### config.mk
export PLATFORM = sky130hd
export DESIGN_NAME = instruction_fetcher_flat
export DESIGN_NICKNAME = d
export VERILOG_FILES = /design/src/rtl/instruction_fetcher_if.sv /design/src/rtl/instruction_fetcher.sv /design/src/flat_wrapper.sv
export SDC_FILE = /design/constraint.sdc
export NUM_CORES = 1
export LEC_CHECK = 0
export BUFFER_PORTS_ARGS = -buffer_cell sky130_fd_sc_hd__clkbuf_2
export CAP_MARGIN = 40
export CORE_ASPECT_RATIO = 0.6
export CORE_MARGIN = 2
export CORE_UTILIZATION = 35
export CTS_CLUSTER_SIZE = 24
export DETAILED_ROUTE_END_ITERATION = 8
export HOLD_SLACK_MARGIN = 0.15
export PLACE_DENSITY = 0.55
export SYNTH_ARGS = -nofsm -noshare
export SYNTH_HDL_FRONTEND = slang
export SYNTH_SLANG_ARGS = --single-unit
### constraint.sdc
create_clock -name clk_in -period 13.1 [get_ports clk_in]
set_input_delay 3.93 -clock clk_in [delete_from_list [all_inputs] [get_ports clk_in]]
set_output_delay 3.93 -clock clk_in [all_outputs]
set_load 0.01 [all_outputs]
### src/rtl/instruction_fetcher_if.sv
// instruction_fetcher_if: fetch-stage bus (mem request/response, IFQ head to decoder, RoB redirect); master = fetcher, slave = memory/decoder/RoB side
interface instruction_fetcher_if #(parameter int ADDR_WIDTH = 32);
  logic mem_req_valid;
  logic [ADDR_WIDTH-1:0] mem_req_addr;
  logic mem_req_ready;
  logic mem_resp_valid;
  logic [31:0] mem_resp_inst;
  logic out_valid;
  logic [31:0] out_inst;
  logic [ADDR_WIDTH-1:0] out_pc;
  logic [ADDR_WIDTH-1:0] out_pred_pc;
  logic out_ready;
  logic redirect_valid;
  logic [ADDR_WIDTH-1:0] redirect_pc;
  modport master (
    output mem_req_valid, mem_req_addr, out_valid, out_inst, out_pc, out_pred_pc,
    input mem_req_ready, mem_resp_valid, mem_resp_inst, out_ready, redirect_valid, redirect_pc
  );
  modport slave (
    input mem_req_valid, mem_req_addr, out_valid, out_inst, out_pc, out_pred_pc,
    output mem_req_ready, mem_resp_valid, mem_resp_inst, out_ready, redirect_valid, redirect_pc
  );
endinterface

### src/rtl/instruction_fetcher.sv
// instruction_fetcher: fetch PC + single outstanding word request + IFQ to decoder; ports clk_in/rst_in(sync, active-high)/rdy_in(global stall) + bus (instruction_fetcher_if.master: mem req/resp, IFQ head valid/ready, redirect); define JAL_PREDICT_EN to follow JAL targets
module instruction_fetcher #(
  parameter int ADDR_WIDTH = 32,
  parameter int IFQ_WIDTH = 2,
  parameter logic [ADDR_WIDTH-1:0] RESET_PC = '0
) (
  input logic clk_in,
  input logic rst_in,
  input logic rdy_in,
  instruction_fetcher_if.master bus
);
  localparam int DEPTH = 1 << IFQ_WIDTH;
  typedef enum logic [1:0] {IDLE, REQ, WAIT, DROP} state_t;
  state_t r_state, w_state_nx;
  logic [ADDR_WIDTH-1:0] r_fetch_pc, w_next_pc;
  logic [IFQ_WIDTH:0] r_count;
  logic [IFQ_WIDTH-1:0] r_head, r_tail;
  logic [31:0] r_inst [DEPTH];
  logic [ADDR_WIDTH-1:0] r_pc [DEPTH];
  logic [ADDR_WIDTH-1:0] r_pred [DEPTH];
  logic w_push, w_pop, w_busy;
`ifdef JAL_PREDICT_EN
  logic [20:0] w_jal_imm;
  assign w_jal_imm = {bus.mem_resp_inst[31], bus.mem_resp_inst[19:12], bus.mem_resp_inst[20], bus.mem_resp_inst[30:21], 1'b0};
  assign w_next_pc = r_fetch_pc + ((bus.mem_resp_inst[6:0] == 7'b1101111) ? {{(ADDR_WIDTH-21){w_jal_imm[20]}}, w_jal_imm} : ADDR_WIDTH'(4));
`else
  assign w_next_pc = r_fetch_pc + ADDR_WIDTH'(4);
`endif
  assign w_pop = bus.out_valid & bus.out_ready;
  assign w_push = (r_state == WAIT) & bus.mem_resp_valid & ~bus.redirect_valid;
  // a request is still owed a response after this edge; a redirect must then drain it in DROP
  assign w_busy = ((r_state == REQ) & bus.mem_req_ready) | (((r_state == WAIT) | (r_state == DROP)) & ~bus.mem_resp_valid);
  assign bus.mem_req_valid = r_state == REQ;
  assign bus.mem_req_addr = r_fetch_pc;
  assign bus.out_valid = r_count != '0;
  assign bus.out_inst = r_inst[r_head];
  assign bus.out_pc = r_pc[r_head];
  assign bus.out_pred_pc = r_pred[r_head];
  // count never exceeds DEPTH, so its MSB clear means a free slot for the next fetch
  always_comb begin
    w_state_nx = r_state;
    if (bus.redirect_valid)
      w_state_nx = w_busy ? DROP : IDLE;
    else
      w_state_nx = (r_state == IDLE) ? (r_count[IFQ_WIDTH] ? IDLE : REQ) :
                   (r_state == REQ) ? (bus.mem_req_ready ? WAIT : REQ) :
                   (bus.mem_resp_valid ? IDLE : r_state);
  end
  always_ff @(posedge clk_in) begin
    if (rst_in) begin
      r_state <= IDLE;
      r_fetch_pc <= RESET_PC;
      r_count <= '0;
      r_head <= '0;
      r_tail <= '0;
    end else if (rdy_in) begin
      r_state <= w_state_nx;
      if (bus.redirect_valid) begin
        r_fetch_pc <= bus.redirect_pc & ~ADDR_WIDTH'(3);
        r_count <= '0;
        r_head <= '0;
        r_tail <= '0;
      end else begin
        if (w_push) begin
          r_fetch_pc <= w_next_pc;
          r_tail <= r_tail + IFQ_WIDTH'(1);
        end
        if (w_pop) r_head <= r_head + IFQ_WIDTH'(1);
        r_count <= r_count + (IFQ_WIDTH+1)'(w_push) - (IFQ_WIDTH+1)'(w_pop);
      end
    end
  end
  always_ff @(posedge clk_in) begin
    if (!rst_in && rdy_in && w_push) begin
      r_inst[r_tail] <= bus.mem_resp_inst;
      r_pc[r_tail] <= r_fetch_pc;
      r_pred[r_tail] <= w_next_pc;
    end
  end
endmodule

### src/flat_wrapper.sv
// flat-port wrapper written by rule: the top's interface ports become plain ports
module instruction_fetcher_flat 
#(
  parameter int ADDR_WIDTH = 32,
  parameter int IFQ_WIDTH = 2,
  parameter logic [ADDR_WIDTH-1:0] RESET_PC = '0
)
  (clk_in, rst_in, rdy_in, bus_mem_req_valid, bus_mem_req_addr, bus_out_valid, bus_out_inst, bus_out_pc, bus_out_pred_pc, bus_mem_req_ready, bus_mem_resp_valid, bus_mem_resp_inst, bus_out_ready, bus_redirect_valid, bus_redirect_pc);
  instruction_fetcher_if #(.ADDR_WIDTH(ADDR_WIDTH)) bus_i ();
  input logic clk_in;
  input logic rst_in;
  input logic rdy_in;
  output wire logic [$bits(bus_i.mem_req_valid)-1:0] bus_mem_req_valid;
  output wire logic [$bits(bus_i.mem_req_addr)-1:0] bus_mem_req_addr;
  output wire logic [$bits(bus_i.out_valid)-1:0] bus_out_valid;
  output wire logic [$bits(bus_i.out_inst)-1:0] bus_out_inst;
  output wire logic [$bits(bus_i.out_pc)-1:0] bus_out_pc;
  output wire logic [$bits(bus_i.out_pred_pc)-1:0] bus_out_pred_pc;
  input wire logic [$bits(bus_i.mem_req_ready)-1:0] bus_mem_req_ready;
  input wire logic [$bits(bus_i.mem_resp_valid)-1:0] bus_mem_resp_valid;
  input wire logic [$bits(bus_i.mem_resp_inst)-1:0] bus_mem_resp_inst;
  input wire logic [$bits(bus_i.out_ready)-1:0] bus_out_ready;
  input wire logic [$bits(bus_i.redirect_valid)-1:0] bus_redirect_valid;
  input wire logic [$bits(bus_i.redirect_pc)-1:0] bus_redirect_pc;
  assign bus_mem_req_valid = bus_i.mem_req_valid;
  assign bus_mem_req_addr = bus_i.mem_req_addr;
  assign bus_out_valid = bus_i.out_valid;
  assign bus_out_inst = bus_i.out_inst;
  assign bus_out_pc = bus_i.out_pc;
  assign bus_out_pred_pc = bus_i.out_pred_pc;
  assign bus_i.mem_req_ready = bus_mem_req_ready;
  assign bus_i.mem_resp_valid = bus_mem_resp_valid;
  assign bus_i.mem_resp_inst = bus_mem_resp_inst;
  assign bus_i.out_ready = bus_out_ready;
  assign bus_i.redirect_valid = bus_redirect_valid;
  assign bus_i.redirect_pc = bus_redirect_pc;
  instruction_fetcher #(.ADDR_WIDTH(ADDR_WIDTH), .IFQ_WIDTH(IFQ_WIDTH), .RESET_PC(RESET_PC)) u_core (.clk_in(clk_in), .rst_in(rst_in), .rdy_in(rdy_in), .bus(bus_i));
endmodule
==> reports/summary.txt <==
Outcome - completed
Starting Density - 0.3525
WS Path Type - reg2out
Latest clock arrival within the worst-skew pair - 0.55 ns
Synth area leaders - edfxtp_1 68%, mux4_2 13%, dfxtp_1 5.1%
Worst EP required - 9.17 ns
Average size of a mapped cell - 18.94 um^2
CP Max Fanout - 36
Async set or reset register ratio after synthesis - 0
Yosys top cell by area - edfxtp_1
Max cap viols - 0
Dpl cell area - 18020 um^2
Post-Route M1 WL - 19540 um
Remaining Overflow, GRT - 0
Largest net degree at the start of global routing - 74
Setup violations, final - 0
Max Slew Vio Count - 0
Post-Route WL - 39530 um
Layout overhead on the synthesized area - 18.83%
Fin Setup TNS - 0 ns
Fin crit share - 0.5563
Fraction of layout cells with a size suffix above 1 - 0.3525
Leak - 6.349 nW
Drt pass-1 iters - 4
Initial antenna violation count - 1
P per Cell Area - 141.3 nW/um^2
RSZ-0062 raised after global routing - false
Detail Placement HPWL - 25760 um
Routed length per instance - 22.86 um
Synth Warn # - 0
Prevailing post-synth register cell - edfxtp_1
Commonest non-fill, non-tap cell in the layout - edfxtp_1
Sequential Area - 11880 um^2
Max clock buf depth - 3
Routed Antenna Nets - 0
Fmax - 137.2 MHz
Final GP Congestion - 0.7895
Vias in the first global route - 8594
Most frequent cells in the layout - 368 x edfxtp_1, 192 x clkbuf_2, 92 x mux4_2, 42 x clkbuf_16, 39 x dfxtp_1
Worst-Margin Slew - 0.8507 ns
Synth top area share - 0.6800
Min Hold Slack - 0.4740 ns
PortBufs - 192
CTS tree - done
Clk root buf - clkbuf_16
CTS HTree Levels - 2
Final instance area - 19310 um^2
DRT iter0 DRCs - 775
Die area - 48230 um^2
Core ar. - 46100 um^2
Die width - 282.2 um
Number of synthesized register bits - 409
Vias per cell - 5.106
Fin. Hold Viols - 0
Mapped Cells - 858
Wire length on met2 - 16940 um
VDD IR max - 0.00007315 V
Startpoint type of the worst setup path - register
Routed wl met3 - 2220 um
Skew final - 0.03472 ns
Cts bufs inserted - 41
Data arrival, critical path - 3.36 ns
Slew HR - 0.4329
Netlist Area Pre-Place - 16250 um^2
IO Count - 201
Multi-input gate area - 4051 um^2
Resized cells post-CTS - 0
Hold Path Class - reg2reg
Die H - 170.9 um
EDFF count, synth - 368
Residual DRC - 0
Standard-cell rows - 61
Nets - 1148
Count of cell types in the netlist - 63
Post-route minimum period - 7.287 ns
Tot GR Track Use - 0.1632
Fill count - 4139
Reg2Reg Setup Slack - 10.19 ns
Clock Sinks - 409
Post-CTS Setup Inserts - 0
First-pass GRT wire length - 57500 um
Via count - 8828
Worst setup EP type - primary output
Register area share after synthesis - 0.7305
Post-layout util - 0.4189
Clock transition at path regs - 0.06 ns
Top sig layer - met4
Post-CTS Hold Fix Bufs - 0
==> metrics by stage <==
step | setup WS (ns) | cells | power [mW]
5_1_grt | 5.477 | 1728 | 2.831
3_3_place_gp | 5.890 | 1649 | 1.613
4_1_cts | 5.605 | 1728 | 2.770
2_1_floorplan | 5.604 | 863 | 1.553
3_5_place_dp | 6.191 | 1656 | 1.618
6_report | 5.813 | 1729 | 2.728
==> synth_stat cells, types with 4 or more instances <==
master and number:
a22oi_1 7, a22o_1 9, nand4_1 8, o31ai_1 4, buf_6 4, a311oi_1 4, ha_1 7, nor2_1 35
o211ai_1 5, clkbuf_8 4, buf_1 4, a31oi_1 11, xor2_1 15, clkbuf_1 25, nand3_1 14, mux4_2 92
o21ai_1 13, dfxtp_1 41, xnor2_1 13, nor3_1 10, inv_1 11, a32o_1 6, o21ai_0 10, edfxtp_1 368
nand2_1 31, and3_1 11, buf_4 6, and4_1 5, a21oi_1 16, buf_2 11
==> worst paths after layout <==
| path | start | to | cells past startpoint |
|---|---|---|---|
| worst min register to register | u_core.r_count[0] | u_core.r_count[0] | 2 |
| worst max-delay path | register | bus_out_pred_pc[24] | 5 |
| worst min-delay path | u_core.r_count[0] | u_core.r_count[0] | 2 |
| worst max register to register | u_core.bus.mem_req_addr[4] | u_core.r_pred[1][27] | 6 |
==> routing by layer <==
layer  vias up  track usage
met4         0      0.04026
met3        60      0.03059
met5         -            0
met1      4581       0.2570
met2       258       0.2306
li1       3929            -
==> power breakdown <==
part           leakage (nW)  internal, mW  switching [mW]
logic                  2.18        0.0573          0.0793
clock network         0.624         0.648           0.492
registers              3.55          1.43          0.0182
==> flip-flops by register name, summed over array words and instances, names as in the netlist, named ones only <==
signal	cells
u_core.r_inst	128
u_core.r_pc	120
u_core.r_pred	120
u_core.bus.mem_req_addr	30
u_core.r_count	3
u_core.r_head	2
u_core.r_state	2
u_core.r_tail	2
==> worst max-delay path, cell delays in order, from the launching register on <==
cell and delay [ns]:
dfxtp_4 0.61, buf_4 0.38, buf_16 0.29, buf_4 0.64, mux4_2 0.71, clkbuf_2 0.17
==> logic make-up (layout without fill, tap and decap cells) <==
group                    Yosys count  after routing  synth area share
AO/OA/AOI/OAI                    102            102           0.04335
XOR/XNOR                          28             28           0.01509
adder cells (fa/ha/maj)            8              8          0.006621
buffers and inverters             67            302           0.02256
flip-flops                       409            409            0.7305
multiplexers                      96             96            0.1300
other                              1              7         0.0002308
AND/OR/NAND/NOR                  147            147           0.05159
==> area by class of cell <==
type / instances / area share
diodes: 1 / 0.0001296
clock buffers: 49 / 0.05579
clock inverters: 23 / 0.01076
inverters: 12 / 0.002333
multi-input cells: 387 / 0.2098
flip-flops and latches: 409 / 0.6152
well taps: 630 / 0.04082
repair buffers: 218 / 0.06519
No activity file was read; power rests on OpenSTA's default activity.
